File: config.mk
export PLATFORM = sky130hd
export DESIGN_NAME = csr_issue
export DESIGN_NICKNAME = d
export VERILOG_FILES = /design/src/rtl/csr_issue.sv
export SDC_FILE = /design/constraint.sdc
export NUM_CORES = 1
export LEC_CHECK = 0
export CORE_MARGIN = 4
export CORE_UTILIZATION = 50
export DETAILED_ROUTE_END_ITERATION = 10
export PLACE_DENSITY = 0.79
export SLEW_MARGIN = 20
export SYNTH_ARGS = -nofsm -noshare
export SYNTH_HDL_FRONTEND = slang
export SYNTH_SLANG_ARGS = --single-unit
File: constraint.sdc
create_clock -name clk -period 3.2 [get_ports clk]
set_input_delay 0.96 -clock clk [delete_from_list [all_inputs] [get_ports clk]]
set_output_delay 0.96 -clock clk [all_outputs]
set_load 0.02 [all_outputs]
File: src/rtl/csr_issue.sv
// CSR issue stage: decodes SYSTEM-class instructions from decode into the CSR unit's
// control set, with a one-entry skid buffer and a wrong-path flush after ecall/mret.
module csr_issue #(
  parameter int FLUSH_CYCLES = 1
) (
  input  logic        clk,
  input  logic        rst_n,
  input  logic        in_valid,
  output logic        in_ready,
  input  logic [31:0] in_inst,
  input  logic [63:0] in_pc,
  input  logic [63:0] in_rs1,
  input  logic        stall,
  output logic        en,
  output logic        ecall,
  output logic        mret,
  output logic        csrr,
  output logic        illegal,
  output logic [2:0]  func3,
  output logic [11:0] csr_a,
  output logic [4:0]  rd_a,
  output logic        rd_w,
  output logic [63:0] rs1_reg,
  output logic        rs1_sel,
  output logic [63:0] pc
);

  localparam logic [0:0] RUN   = 1'b0;
  localparam logic [0:0] FLUSH = 1'b1;
  localparam logic [3:0] FLUSH_CNT = 4'(FLUSH_CYCLES);

  typedef struct packed {
    logic        ecall;
    logic        mret;
    logic        csrr;
    logic        illegal;
    logic        imm;
    logic [2:0]  func3;
    logic [11:0] csr_a;
    logic [4:0]  rd_a;
    logic        rd_w;
    logic [4:0]  rs1_a;
    logic [63:0] rs1_reg;
    logic        rs1_sel;
    logic [63:0] pc;
  } slot_t;

  function automatic slot_t decode(input logic [31:0] inst, input logic [63:0] pc_i,
                                   input logic [63:0] rs1_i);
    slot_t s;
    s       = '0;
    s.csr_a = inst[31:20];
    s.rd_a  = inst[11:7];
    s.rs1_a = inst[19:15];
    s.pc    = pc_i;
    if (inst[6:0] != 7'h73) s.illegal = 1'b1;
    else begin
      case (inst[14:12])
        3'd0: begin
          if (inst[31:20] == 12'h000)      s.ecall   = 1'b1;
          else if (inst[31:20] == 12'h302) s.mret    = 1'b1;
          else                             s.illegal = 1'b1;
        end
        3'd1, 3'd2, 3'd3: begin
          s.csrr    = 1'b1;
          s.func3   = inst[14:12];
          s.rs1_reg = rs1_i;
        end
        3'd5, 3'd6, 3'd7: begin
          s.csrr    = 1'b1;
          s.imm     = 1'b1;
          s.func3   = {1'b0, inst[13:12]};
          s.rs1_reg = {59'b0, inst[19:15]};
        end
        default: s.illegal = 1'b1;
      endcase
    end
    s.rd_w = s.csrr && (s.rd_a != 5'd0);
    return s;
  endfunction

  // Forward only from the op that issues in the very cycle its successor enters OR.
  function automatic logic fwd(input slot_t nxt, input slot_t prev, input logic issued);
    return nxt.csrr && !nxt.imm && (nxt.rs1_a != 5'd0) &&
           issued && prev.rd_w && (prev.rd_a == nxt.rs1_a);
  endfunction

  logic [0:0] state;
  logic [3:0] cnt;
  logic       ov, sv;
  slot_t      or_q, sk_q, in_dec, in_ld, sk_ld;
  logic       acc, redirect;

  assign in_ready = !sv;
  assign en       = ov && !stall;
  assign acc      = in_valid && in_ready;
  assign redirect = en && (or_q.ecall || or_q.mret);
  assign in_dec   = decode(in_inst, in_pc, in_rs1);

  always_comb begin
    in_ld         = in_dec;
    in_ld.rs1_sel = fwd(in_dec, or_q, en);
    sk_ld         = sk_q;
    sk_ld.rs1_sel = fwd(sk_q, or_q, en);
  end

  always_ff @(posedge clk or negedge rst_n) begin
    if (!rst_n) begin
      state <= RUN;
      cnt   <= '0;
      ov    <= 1'b0;
      sv    <= 1'b0;
      or_q  <= '0;
      sk_q  <= '0;
    end else if (state == FLUSH) begin
      cnt <= cnt - 4'd1;
      if (cnt <= 4'd1) state <= RUN;
    end else if (redirect) begin
      state <= FLUSH;
      cnt   <= FLUSH_CNT;
      ov    <= 1'b0;
      sv    <= 1'b0;
    end else if (!ov || en) begin
      if (sv) begin
        or_q <= sk_ld;
        ov   <= 1'b1;
        sv   <= acc;
        if (acc) sk_q <= in_dec;
      end else if (acc) begin
        or_q <= in_ld;
        ov   <= 1'b1;
      end else begin
        ov <= 1'b0;
      end
    end else if (acc) begin
      sk_q <= in_dec;
      sv   <= 1'b1;
    end
  end

  assign ecall   = or_q.ecall;
  assign mret    = or_q.mret;
  assign csrr    = or_q.csrr;
  assign illegal = en && or_q.illegal;
  assign func3   = or_q.func3;
  assign csr_a   = or_q.csr_a;
  assign rd_a    = or_q.rd_a;
  assign rd_w    = or_q.rd_w;
  assign rs1_reg = or_q.rs1_reg;
  assign rs1_sel = or_q.rs1_sel;
  assign pc      = or_q.pc;

endmodule
==> results.ini <==
[floorplanning]
rows = 63
start_util = 0.5054
die_w_um = 180.9
io_pins = 320
die_h_um = 180.9
coreArea_sq_mm = 0.02956
die_area_sq_mm = 0.03271

[worst_setup_path]
arrival_ps = 2040
crit_path_end_kind = primary output
cp-endpoint = illegal
rr_worst_depth = 5
reg2reg_setup_slack_ps = 840
r2r-start = sv$_DFFE_PN0P_
path_max_fanout = 2
start_kind = input port
startpoint = stall
path_class = input port to primary output
reg2reg_to = sk_ld[99]$_DFFE_PN0P_
critPathRequiredTime_ps = 2240

[routing]
met3_length_mm = 2.980
drt_pass1_iterations = 5
routedWlPerCell_um = 17.63
wl_met2_mm = 18.83
drtIter0Drc = 930
top_layer = met5
num_vias = 11920
ant_nets = 0
routed_wl_mm = 38.75
routed_via_density = 5.421
drc = 0
wl_met1_mm = 15.51

[global_routing]
antenna_found_initial = 3
grt-ovfl-total = 0
grt_pass1_vias = 11820
grtUsageTotal = 0.2281
grt_pass1_wl_mm = 62.19
grt_max_degree = 111

[sta]
max_slew_margin = 0.4215
fin_crit_ps = 2999
finalSetupViolCount = 0
fmax_mhz = 333.4
worstMarginPinSlew_ps = 867.7
period_share = 0.9372
hold_viol = 0
rsz0062_at_grt = false
fin_ws_ps = 200.9
report.final.slew_viol_count = 0
skew_ps = 13.78

[synth]
synth_seq_cells = 320
synth-edff-count = 0
yosysMostFrequentCell = nand2_1
ys_seq_area_frac = 0.5360
async_reset_ff_frac = 1.000
syn_inst = 1654
synth_area_per_cell_sq_um = 9.032
yosys_warnings = 0
synth_fp_nets = 1820
synth_area_leaders = dfrtp_1 (54%), nand2_1 (12%), buf_4 (7.5%)
yosysTopAreaCell = dfrtp_1
synth-main-ff-cell = dfrtp_1
synthDistinctLibCells = 46
synth_top_area_frac = 0.5360
netlist_top_cells_count = nand2_1 (485), dfrtp_1 (320), buf_4 (149)
netlist_area_sq_mm = 0.01494

[pwr]
p_leak_nw = 8.508
p_per_area_mw_per_mm2 = 643.1
ir_worst_vdd_mv = 0.3811

[final_layout]
nNetsFinal = 1950
drive_gt1_frac = 0.05260
post-route-util = 0.6299
syn_to_final_growth_pct = 24.63
num-fill-cells = 2407
final_cell_area_sq_mm = 0.01862
largest_reg_flops = 159

[clock_network]
cts_tree = yes
clock_sinks = 320
ctsHoldBuffers = 0
cts_buffers = 34
root_buffer = clkbuf_16
clk_pin_slew_worst_paths_ps = 60
clock_path_buffers = 3
insertion_delay_ps = 500
h-tree-depth = 2
post-cts-setup-buffer-count = 0

[placement]
dpl-instance-area_sq_mm = 0.01750
dp_slack_ps = -77.44
gp_congestion = 0.8369
place_hpwl_mm = 25.50
io_buffers = 319

[run_status]
status = completed

[hold_path]
hold_path.class = input port to asynchronous set/reset pin

[job]
cap_violations = 0

## report_power, final
group	internal (mW)	switching (mW)
Combinational	1.30	1.57
Clock	2.39	1.57
Sequential	4.71	0.428
## cell families after synthesis
| logic type | count (synthesis) | share of synthesized area |
|---|---|---|
| simple gates | 726 | 0.2013 |
| flops | 320 | 0.5360 |
| buf+inv | 263 | 0.1097 |
| compound gates | 247 | 0.08761 |
| mux | 88 | 0.05905 |
| xor+xnor | 8 | 0.004690 |
| fa+ha+maj | 2 | 0.001675 |
## how the worst min path moves through the flow
stage                     slack [ps]              startpoint                      to
after CTS                        450                   rst_n       pc[6]$_DFFE_PN0P_
final                            430                   rst_n    csr_a[7]$_DFFE_PN0P_
after global routing             460                   rst_n    csr_a[7]$_DFFE_PN0P_
after global placement           450  sk_ld[102]$_DFFE_PN0P_  sk_ld[102]$_DFFE_PN0P_
after floorplan                  440    func3[2]$_DFFE_PN0P_    func3[2]$_DFFE_PN0P_
after detailed placement         460    func3[2]$_DFFE_PN0P_    func3[2]$_DFFE_PN0P_
## per-layer routing
metal / up-vias / GRT usage
met3: 84 / 0.05073
li1: 5571 / -
met4: 2 / 0.08137
met2: 467 / 0.3770
met5: - / 0
met1: 5791 / 0.2983
## stage by stage
stage / instances / hold slack (ps) / setup TNS (ps) / power, mW
CTS: 2196 / 447.7 / 0 / 12.08
detailed placement: 2138 / 456.5 / -138.9 / 8.087
finish: 2198 / 428.8 / 0 / 11.97
global route: 2198 / 456.2 / 0 / 12.54
floorplan: 1654 / 438.8 / 0 / 7.091
global placement: 2138 / 448.6 / -93.83 / 7.986
## final cells by class
type	count	area [sq um]	area share
sequential	320	8011	0.4303
multi-input combinational	1071	5319	0.2857
timing repair buffer	353	3664	0.1968
clock buffer	49	991.0	0.05322
tap	390	488.0	0.02621
clock inverter	9	126.4	0.006787
inverter	4	15.01	0.0008064
antenna	2	5.005	0.0002688
## worst max-delay path, stage by stage
cell,delay [ps]
clkdlybuf4s50_1,420
nor2b_1,170
and2_1,160
dlygate4sd2_1,330
## cell usage in the layout, fill, tap and decap left out, types with 3 or more instances in the layout
| cell | count |
|---|---|
| or3_1 | 6 |
| inv_1 | 3 |
| dfrtp_1 | 319 |
| buf_4 | 17 |
| o31ai_1 | 8 |
| clkbuf_1 | 10 |
| o21ai_0 | 23 |
| clkinv_2 | 4 |
| nand3_1 | 126 |
| and2_1 | 3 |
| clkbuf_16 | 37 |
| nor3_1 | 5 |
| clkdlybuf4s50_1 | 316 |
| o21ai_1 | 68 |
| bufinv_16 | 3 |
| or2_2 | 3 |
| a21oi_1 | 131 |
| xor2_1 | 8 |
| nand3b_1 | 3 |
| buf_12 | 17 |
| nand2_1 | 485 |
| nor2_1 | 75 |
| nor4_1 | 5 |
| mux2i_1 | 87 |
## timing repair
item	in CTS	in global routing
resized for setup	2	0
endpoints found under the hold margin	0	0
endpoints found under the setup margin	2	0
Power figures use the tool's default switching activity.
